$ cat src/rtl/dmem_arbiter_pkg.sv
// Shared types and sizes for the data-memory arbiter.
package dmem_pkg;

    localparam int DATA_W = 32;
    localparam int ADDR_W = 32;
    localparam int DEPTH  = 256;
    localparam int NPORTS = 2;

    typedef enum logic {
        IDLE   = 1'b0,
        ACCESS = 1'b1
    } state_t;

    typedef logic port_t;

    // One latched memory transaction, captured at the arbitration edge
    typedef struct packed {
        logic              we;
        logic [ADDR_W-1:0] addr;
        logic [DATA_W-1:0] wdata;
        port_t             port;
    } txn_t;

endpackage

$ cat src/rtl/dmem_arbiter_if.sv
// Bundle of both master ports plus the memory pins.
interface dmem_arbiter_if;
    import dmem_pkg::*;

    logic              m0_req;
    logic              m0_we;
    logic [ADDR_W-1:0] m0_addr;
    logic [DATA_W-1:0] m0_wdata;
    logic              m0_gnt;
    logic              m0_rvalid;
    logic [DATA_W-1:0] m0_rdata;
    logic              m0_err;

    logic              m1_req;
    logic              m1_we;
    logic [ADDR_W-1:0] m1_addr;
    logic [DATA_W-1:0] m1_wdata;
    logic              m1_gnt;
    logic              m1_rvalid;
    logic [DATA_W-1:0] m1_rdata;
    logic              m1_err;

    logic              mem_mw;
    logic              mem_mr;
    logic [ADDR_W-1:0] mem_a;
    logic [DATA_W-1:0] mem_wd;
    logic [DATA_W-1:0] mem_rd;

    // Arbiter side
    modport slave (
        input  m0_req, m0_we, m0_addr, m0_wdata,
        input  m1_req, m1_we, m1_addr, m1_wdata,
        output m0_gnt, m0_rvalid, m0_rdata, m0_err,
        output m1_gnt, m1_rvalid, m1_rdata, m1_err,
        output mem_mw, mem_mr, mem_a, mem_wd,
        input  mem_rd
    );

    // Masters and memory side
    modport master (
        output m0_req, m0_we, m0_addr, m0_wdata,
        output m1_req, m1_we, m1_addr, m1_wdata,
        input  m0_gnt, m0_rvalid, m0_rdata, m0_err,
        input  m1_gnt, m1_rvalid, m1_rdata, m1_err,
        input  mem_mw, mem_mr, mem_a, mem_wd,
        output mem_rd
    );

endinterface

$ cat src/rtl/dmem_arbiter_rr_arb2.sv
// Combinational 2-way round-robin picker with a per-port mask.
module rr_arb2
    import dmem_pkg::*;
(
    input  logic [1:0] i_req,
    input  logic [1:0] i_mask,
    input  port_t      i_ptr,
    output logic       o_valid,
    output port_t      o_winner
);

    logic [1:0] w_elig;

    // Pointer only matters when both ports are eligible
    assign w_elig   = i_req & ~i_mask;
    assign o_valid  = |w_elig;
    assign o_winner = (&w_elig) ? i_ptr : w_elig[1];

endmodule

$ cat src/rtl/dmem_arbiter.sv
// Shares one single-ported data memory between the CPU (port 0) and a
// DMA/debug master (port 1); one access per cycle, registered responses.
module dmem_arbiter
    import dmem_pkg::*;
(
    input  logic           clk,
    input  logic           rst_n,
    dmem_arbiter_if.slave  bus
);

    logic [NPORTS-1:0]             w_req;
    logic [NPORTS-1:0]             w_we;
    logic [NPORTS-1:0][ADDR_W-1:0] w_addr;
    logic [NPORTS-1:0][DATA_W-1:0] w_wdata;

    state_t r_state, w_state_nxt;
    txn_t   r_txn;
    port_t  r_ptr;

    logic [NPORTS-1:0] w_mask;
    logic              w_arb_valid;
    port_t             w_winner;
    logic              w_access;
    logic              w_in_range;
    logic [NPORTS-1:0] w_hit;

    logic [NPORTS-1:0]             r_rvalid;
    logic [NPORTS-1:0]             r_err;
    logic [NPORTS-1:0][DATA_W-1:0] r_rdata;

    assign w_req   = {bus.m1_req,   bus.m0_req};
    assign w_we    = {bus.m1_we,    bus.m0_we};
    assign w_addr  = {bus.m1_addr,  bus.m0_addr};
    assign w_wdata = {bus.m1_wdata, bus.m0_wdata};

    // Mask the port whose access is ending so it can drop req after gnt
    always_comb begin
        w_mask = '0;
        if (r_state == ACCESS) w_mask[r_txn.port] = 1'b1;
    end

    rr_arb2 u_arb (
        .i_req    (w_req),
        .i_mask   (w_mask),
        .i_ptr    (r_ptr),
        .o_valid  (w_arb_valid),
        .o_winner (w_winner)
    );

    // State register
    always_ff @(posedge clk or negedge rst_n) begin
        if (!rst_n) r_state <= IDLE;
        else        r_state <= w_state_nxt;
    end

    // Next state and memory-side outputs; the latched transaction owns ACCESS
    always_comb begin
        w_state_nxt = IDLE;
        w_access    = 1'b0;
        w_in_range  = 1'b0;
        w_hit       = '0;
        if (w_arb_valid) w_state_nxt = ACCESS;
        if (r_state == ACCESS) begin
            w_access   = 1'b1;
            w_in_range = (r_txn.addr < ADDR_W'(DEPTH));
            w_hit[r_txn.port] = 1'b1;
        end
    end

    assign bus.mem_mw = w_access &  r_txn.we & w_in_range;
    assign bus.mem_mr = w_access & ~r_txn.we & w_in_range;
    assign bus.mem_a  = w_access ? r_txn.addr  : '0;
    assign bus.mem_wd = w_access ? r_txn.wdata : '0;

    // Request latch and round-robin pointer, updated on every arbitration win
    always_ff @(posedge clk or negedge rst_n) begin
        if (!rst_n) begin
            r_txn <= '0;
            r_ptr <= 1'b0;
        end else if (w_arb_valid) begin
            r_txn.we    <= w_we[w_winner];
            r_txn.addr  <= w_addr[w_winner];
            r_txn.wdata <= w_wdata[w_winner];
            r_txn.port  <= w_winner;
            r_ptr       <= ~w_winner;
        end
    end

    // Per-port response registers: one-cycle rvalid/err, rdata held
    always_ff @(posedge clk or negedge rst_n) begin
        if (!rst_n) begin
            r_rvalid <= '0;
            r_err    <= '0;
            r_rdata  <= '0;
        end else begin
            for (int p = 0; p < NPORTS; p++) begin
                r_rvalid[p] <= w_hit[p];
                r_err[p]    <= w_hit[p] & ~w_in_range;
                if (w_hit[p]) begin
                    if (!w_in_range)    r_rdata[p] <= '0;
                    else if (!r_txn.we) r_rdata[p] <= bus.mem_rd;
                end
            end
        end
    end

    assign bus.m0_gnt    = w_hit[0];
    assign bus.m1_gnt    = w_hit[1];
    assign bus.m0_rvalid = r_rvalid[0];
    assign bus.m1_rvalid = r_rvalid[1];
    assign bus.m0_err    = r_err[0];
    assign bus.m1_err    = r_err[1];
    assign bus.m0_rdata  = r_rdata[0];
    assign bus.m1_rdata  = r_rdata[1];

endmodule

$ cat src/flat_wrapper.sv
// flat-port wrapper written by rule: the top's interface ports become plain ports
module dmem_arbiter_flat import dmem_pkg::*;
  (clk, rst_n, bus_m0_req, bus_m0_we, bus_m0_addr, bus_m0_wdata, bus_m1_req, bus_m1_we, bus_m1_addr, bus_m1_wdata, bus_m0_gnt, bus_m0_rvalid, bus_m0_rdata, bus_m0_err, bus_m1_gnt, bus_m1_rvalid, bus_m1_rdata, bus_m1_err, bus_mem_mw, bus_mem_mr, bus_mem_a, bus_mem_wd, bus_mem_rd);
  dmem_arbiter_if bus_i ();
  input  logic clk;
  input  logic rst_n;
  input wire logic [$bits(bus_i.m0_req)-1:0] bus_m0_req;
  input wire logic [$bits(bus_i.m0_we)-1:0] bus_m0_we;
  input wire logic [$bits(bus_i.m0_addr)-1:0] bus_m0_addr;
  input wire logic [$bits(bus_i.m0_wdata)-1:0] bus_m0_wdata;
  input wire logic [$bits(bus_i.m1_req)-1:0] bus_m1_req;
  input wire logic [$bits(bus_i.m1_we)-1:0] bus_m1_we;
  input wire logic [$bits(bus_i.m1_addr)-1:0] bus_m1_addr;
  input wire logic [$bits(bus_i.m1_wdata)-1:0] bus_m1_wdata;
  output wire logic [$bits(bus_i.m0_gnt)-1:0] bus_m0_gnt;
  output wire logic [$bits(bus_i.m0_rvalid)-1:0] bus_m0_rvalid;
  output wire logic [$bits(bus_i.m0_rdata)-1:0] bus_m0_rdata;
  output wire logic [$bits(bus_i.m0_err)-1:0] bus_m0_err;
  output wire logic [$bits(bus_i.m1_gnt)-1:0] bus_m1_gnt;
  output wire logic [$bits(bus_i.m1_rvalid)-1:0] bus_m1_rvalid;
  output wire logic [$bits(bus_i.m1_rdata)-1:0] bus_m1_rdata;
  output wire logic [$bits(bus_i.m1_err)-1:0] bus_m1_err;
  output wire logic [$bits(bus_i.mem_mw)-1:0] bus_mem_mw;
  output wire logic [$bits(bus_i.mem_mr)-1:0] bus_mem_mr;
  output wire logic [$bits(bus_i.mem_a)-1:0] bus_mem_a;
  output wire logic [$bits(bus_i.mem_wd)-1:0] bus_mem_wd;
  input wire logic [$bits(bus_i.mem_rd)-1:0] bus_mem_rd;
  assign bus_i.m0_req = bus_m0_req;
  assign bus_i.m0_we = bus_m0_we;
  assign bus_i.m0_addr = bus_m0_addr;
  assign bus_i.m0_wdata = bus_m0_wdata;
  assign bus_i.m1_req = bus_m1_req;
  assign bus_i.m1_we = bus_m1_we;
  assign bus_i.m1_addr = bus_m1_addr;
  assign bus_i.m1_wdata = bus_m1_wdata;
  assign bus_m0_gnt = bus_i.m0_gnt;
  assign bus_m0_rvalid = bus_i.m0_rvalid;
  assign bus_m0_rdata = bus_i.m0_rdata;
  assign bus_m0_err = bus_i.m0_err;
  assign bus_m1_gnt = bus_i.m1_gnt;
  assign bus_m1_rvalid = bus_i.m1_rvalid;
  assign bus_m1_rdata = bus_i.m1_rdata;
  assign bus_m1_err = bus_i.m1_err;
  assign bus_mem_mw = bus_i.mem_mw;
  assign bus_mem_mr = bus_i.mem_mr;
  assign bus_mem_a = bus_i.mem_a;
  assign bus_mem_wd = bus_i.mem_wd;
  assign bus_i.mem_rd = bus_mem_rd;
  dmem_arbiter u_core (.clk(clk), .rst_n(rst_n), .bus(bus_i));
endmodule
$ cat config.mk
export PLATFORM = sky130hd
export DESIGN_NAME = dmem_arbiter_flat
export DESIGN_NICKNAME = d
export VERILOG_FILES = /design/src/rtl/dmem_arbiter_pkg.sv /design/src/rtl/dmem_arbiter_if.sv /design/src/rtl/dmem_arbiter_rr_arb2.sv /design/src/rtl/dmem_arbiter.sv /design/src/flat_wrapper.sv
export SDC_FILE = /design/constraint.sdc
export NUM_CORES = 1
export LEC_CHECK = 0
export ABC_CLOCK_PERIOD_IN_PS = 2750
export BUFFER_PORTS_ARGS = -buffer_cell sky130_fd_sc_hd__buf_4
export CAP_MARGIN = 0
export CORE_MARGIN = 8
export CORE_UTILIZATION = 50
export DETAILED_ROUTE_END_ITERATION = 16
export PLACE_DENSITY = 0.86
export SYNTH_ARGS = -nofsm -noshare
export SYNTH_HDL_FRONTEND = slang
export SYNTH_SLANG_ARGS = --single-unit
$ cat constraint.sdc
create_clock -name clk -period 2.75 [get_ports clk]
set_clock_uncertainty 0.05 [all_clocks]
set_input_delay 0 -clock clk [delete_from_list [all_inputs] [get_ports clk]]
set_output_delay 0 -clock clk [all_outputs]
set_load 0.01 [all_outputs]
; ---- Yosys cells after proc, flatten, opt, wreduce, memory -nomap -nowiden
; Index checks and enable logic that the tools add are counted.
[totals]
input_bits = 166
register_bits = 136
output_inout_bits = 136
wordCells = 48
[classes]
mux = 17
eq_ne = 1
bitwise = 11
order_cmp = 4
reduce_logical = 5
[ops]
columns = cell, n
row1 = $mux W32, 8
row2 = $lt A32 B9 Y1 const B, 1
row3 = $mux W1, 7
row4 = $and A1 B1 Y1, 6
row5 = $reduce_and A2 Y1, 3
row6 = $lt A1 B2 Y1 const B, 2
row7 = $not A1 Y1, 3
row8 = $and A2 B2 Y2, 1
row9 = $mux W2, 1
row10 = $ne A2 B2 Y1 const B, 1
row11 = $not A2 Y2, 1
row12 = $reduce_or A2 Y1, 1
row13 = $demux W1 S1, 1
row14 = $ge A1 B1 Y1 const B, 1
row15 = $logic_and A1 B1 Y1, 1

; ---- Longest topological paths before layout
[depth]
depth_word = 11
ltp_mapped = 7
mapped_depth_nobuf = 4

; ---- Hierarchy
; From an unflattened synthesis, not the netlist that was laid out.
[hier_totals]
hier_cells = 579
area_unflattened_um2 = 6346.1
[by_module_without_submodules]
columns = mod, instances, area_per_inst_um2, seq_area_each_um2, cells_each
row1 = dmem_arbiter, 1, 6309.8, 3403.3, 574
row2 = rr_arb2, 1, 36.3, 0.0, 5

; ---- Worst setup path after synthesis
; Ideal clock, no wire load.
[synth_timing]
path_type = register to register
start = reg u_core.r_state
end = reg u_core.r_txn[10] (netlist bit)
path_buffers = 3
stages_incl_launch_ff = 6
setup_slack_ns = 1.023
synth_period_minus_slack_ns = 1.727
arrival_ns = 1.551
cell_sequence = dfrtp_1 -> o311a_1 -> clkbuf_1 -> buf_2 -> buf_2 -> a221o_1
[synth_between]
elab_chain_cells = 7
[synth_rtl]
columns = item, line_no
row1 = "start, declared", dmem_arbiter.sv:16  ; state_t r_state, w_state_nxt;
row2 = "start signal, assigned", dmem_arbiter.sv:53  ; else r_state <= w_state_nxt;
row3 = $mux W2 *, dmem_arbiter.sv:39  ; if (r_state == ACCESS) w_mask[r_txn.port] = 1'b1;
row4 = $not A2 Y2 *, dmem_arbiter_rr_arb2.sv:15  ; assign w_elig = i_req & ~i_mask;
row5 = $and A2 B2 Y2 *, dmem_arbiter_rr_arb2.sv:15
row6 = $reduce_and A2 Y1, dmem_arbiter_rr_arb2.sv:17  ; assign o_winner = (&w_elig) ? i_ptr : w_elig[1];
row7 = $mux W1, dmem_arbiter_rr_arb2.sv:17
row8 = $mux W32 (not written as such) (2 in series), dmem_arbiter.sv:83  ; r_txn.wdata <= w_wdata[w_winner];
row9 = "end, declared", dmem_arbiter.sv:17  ; txn_t r_txn;
; Mark *: on every way between the ends. The rest lies on a longest branch, timed or not. The select of a mux whose other input is x is not followed.
; A chain may end at the register's enable or synchronous reset.

; ---- Final worst setup path
[layout_timing]
start = reg u_core.r_state
end = reg u_core.r_txn[22] (netlist bit)
; Same word-level chain as after synthesis.

==> results.cfg <==
[run_status]
outcome = finished clean

[routing]
drt-met1-wl_um = 9640
wl_met3_um = 2890
via_count = 6765
wl_per_cell_um = 23.6
wl_met2_um = 13200
top_layer_used = met4
ant_nets = 0
drt_wl_total_um = 27100
drc_errors = 0
firstDrtPassIters = 5
vias_per_cell = 5.89
drt_iter0_markers = 740

[yosys]
netlist_area_um2 = 6240
syn_avg_cell_area_um2 = 12.0
synth_top_area_share_pct = 54.6
synth_cell_types = 32
yosys_register_bits = 136
synth.area.top_cells = dfrtp_1 (55%), a221o_1 (9.9%), nor2b_1 (9.5%)
synthesis.nets = 684
netlist_instances = 518
synth_warnings = 0
seq_area_frac_synth_pct = 54.6
yosysTopAreaCell = dfrtp_1

[cts]
root_buffer = clkbuf_16
clk_path_buf_depth = 2
postCtsSetupRepairBufs = 0
clock_latency_ns = 0.41
cts_buffers = 17
h-tree-depth = 4
tritoncts = yes
clk_pin_slew_ns = 0.06
cts_sinks = 136

[critical_path]
startpoint_type = flip-flop
crit_required_ns = 3.03
end_kind = flip-flop
critPathTopFamily = buffers and inverters
crit_type = reg -> reg
critPathArrivalTime_ns = 2.98
r2r_end = u_core.r_txn[22]
slowest_delay_ns = 0.59
crit_buf_inv = 2
cp_num_cells = 5
crit_fanout = 49
crit_chain = o311a_2 -> nor2b_4 -> buf_6 -> a221o_1 -> dlygate4sd3_1
timing.critical_path.from = u_core.r_state
critPathCapture = u_core.r_txn[22]
worstRegToRegCells = 5
reg2reg_setup_slack_ns = 0.06
r2r_start = u_core.r_state
crit_slowest_cell = dlygate4sd3_1

[sta]
slew-limit-headroom_pct = 49.6
finalCritPeriodShare_pct = 97.9
tightest_slew_ns = 0.756
setup_tns_ns = 0
fmax_mhz = 371
fin_crit_ns = 2.69
rsz0062_at_grt = no
setup_viol = 0
timing.hold.ws_ns = 0.0326
maxSlewViolCount = 0
hold_viol = 0

[global_routing]
grt_pass1_vias = 7324
grt_pass1_wl_um = 41500
globalRoute.totalOverflow = 0
gr-usage-all-layers_pct = 32.9
grt_max_degree = 77
grt_antenna_before_repair = 1

[cells_and_area]
final_nets = 1129
fill_cells = 542
layout.cells.non_filler = 1149
area_growth_pct = 72.3
final_layout_size_suffix_gt1_share_pct = 36.4
fin_util_pct = 86.6

[floorplan]
die_h_um = 128
die_x_um = 128
rows = 41
dieArea_um2 = 16300
floorplan.initialDensity_pct = 50.3
io_pins = 302
core-area_um2 = 12400

[power]
sequentialPowerShare_pct = 35.7
swShare_pct = 32.0
p_per_area_nw_per_um2 = 663
intPower_mw = 4.84
clkPwrFrac_pct = 30.8
p_leak_nw = 5.20
p_comb_share_pct = 33.4
ir_worst_vdd_mv = 0.444
p_switching_mw = 2.28

[job]
maxCapViolCount = 0

[placed_design]
place.port_buffers = 301
dp_cells = 958
dp_hpwl_um = 15000
place_congestion = 0.843

[hold_path]
hp-class = in -> reg
min_from = bus_mem_rd[5]
## through the flow
step | worst slack (ns) | total power, mW | cell area, um^2
3_3_place_gp | 0.707 | 4.25 | 8590
5_1_grt | 0.0213 | 7.37 | 10700
6_report | 0.0571 | 7.12 | 10700
2_1_floorplan | 1.02 | 3.44 | 6240
3_5_place_dp | 0.580 | 4.30 | 8590
4_1_cts | 0.0814 | 6.91 | 10700
## placed cells by master, fill, tap and decap left out, types with 3 or more instances in the layout
cell type and instances:
inv_1 4, buf_6 3, nor3_1 3, clkinvlp_4 3, nor4_1 3, dfrtp_1 136, clkinv_2 3, nand4_1 3
inv_6 4, and2_1 64, mux2i_1 3, clkbuf_16 17, nor2b_1 94, nor4_4 5, nor2_1 10, a22o_1 64
a221o_1 62, buf_4 308, dlygate4sd3_1 158
## metal layers
layer,vias to the layer above,track usage [%]
met2,555,54.3
met3,108,9.44
met5,-,0
li1,2808,-
met1,3294,37.1
met4,0,20.3
## synthesized netlist by cell type
cell type  count
o221ai_1       1
a21o_1         1
nand3_1        2
o311a_1        1
or2b_1         1
buf_1          1
buf_6          6
nor4_1         3
nand2_1        2
and2_1        64
dfrtp_1      136
nor4_4         5
nor3_1         3
nor4b_4        1
nor2b_1       95
inv_1          4
and3_1         1
a21oi_1        2
o21ai_2        2
and4_1         1
a31oi_1        2
mux2i_1        3
nor2_1        10
a22o_1        64
nand4_1        3
or3_1          1
nor4b_1        2
a221o_1       62
buf_2         19
nand4_4        1
clkbuf_1      18
a21oi_2        1
## kinds of logic (layout without fill, tap and decap cells)
logic type / Yosys count / in the layout / share of synthesized area [%]
buf+inv: 48 / 506 / 3.99
other cells: 0 / 1 / 0
compound gates: 136 / 136 / 20.1
mux: 3 / 3 / 0.481
simple gates: 195 / 195 / 20.8
flops: 136 / 136 / 54.6
## worst min-delay path by stage
| stage | endpoint | cells past startpoint | slack [ns] |
|---|---|---|---|
| after floorplan | u_core.bus.m0_rdata[0] | 0 | -0.35 |
| after global placement | u_core.bus.m0_rdata[8] | 1 | -0.05 |
| after detailed placement | u_core.bus.m0_rdata[17] | 1 | -0.04 |
| after CTS | u_core.bus.m1_rdata[5] | 3 | 0.0005 |
| after global routing | u_core.bus.m1_rdata[4] | 3 | 0.02 |
| final | u_core.bus.m1_rdata[5] | 3 | 0.03 |
## layout make-up
class / count / area (um^2) / area share (%)
well taps: 172 / 215 / 2.00
multi-input cells: 334 / 2600 / 24.2
repair buffers: 470 / 3950 / 36.7
inverters: 4 / 15.0 / 0.140
clock inverters: 13 / 120 / 1.12
diodes: 1 / 2.50 / 0.0233
clock buffers: 19 / 443 / 4.12
flip-flops and latches: 136 / 3400 / 31.7
## flip-flops by register name, summed over array words and instances, names as in the netlist
signal               cells
u_core.r_txn            66
u_core.bus.m0_rdata     32
u_core.bus.m1_rdata     32
u_core.r_err             2
u_core.r_rvalid          2
u_core.r_ptr             1
u_core.r_state           1
## what timing repair did
action	in CTS	in global routing
endpoints found under the hold margin	177	0
gates resized for setup	0	2
endpoints found under the setup margin	0	51
hold buffers	158	0
## power groups by stage
stage	clock [mW]	sequential, mW	combinational, mW
after floorplan	0	2.45	0.990
after global placement	0	2.51	1.74
after detailed placement	0	2.52	1.78
after CTS	2.18	2.50	2.23
after global routing	2.29	2.57	2.51
final	2.19	2.55	2.38
## worst reg2reg max path: stages, from the launching register on
cell and delay (ns):
dfrtp_1 0.44, o311a_2 0.46, nor2b_4 0.37, buf_6 0.42, a221o_1 0.30, dlygate4sd3_1 0.59
Note: power is estimated with default switching activity, not from simulation.
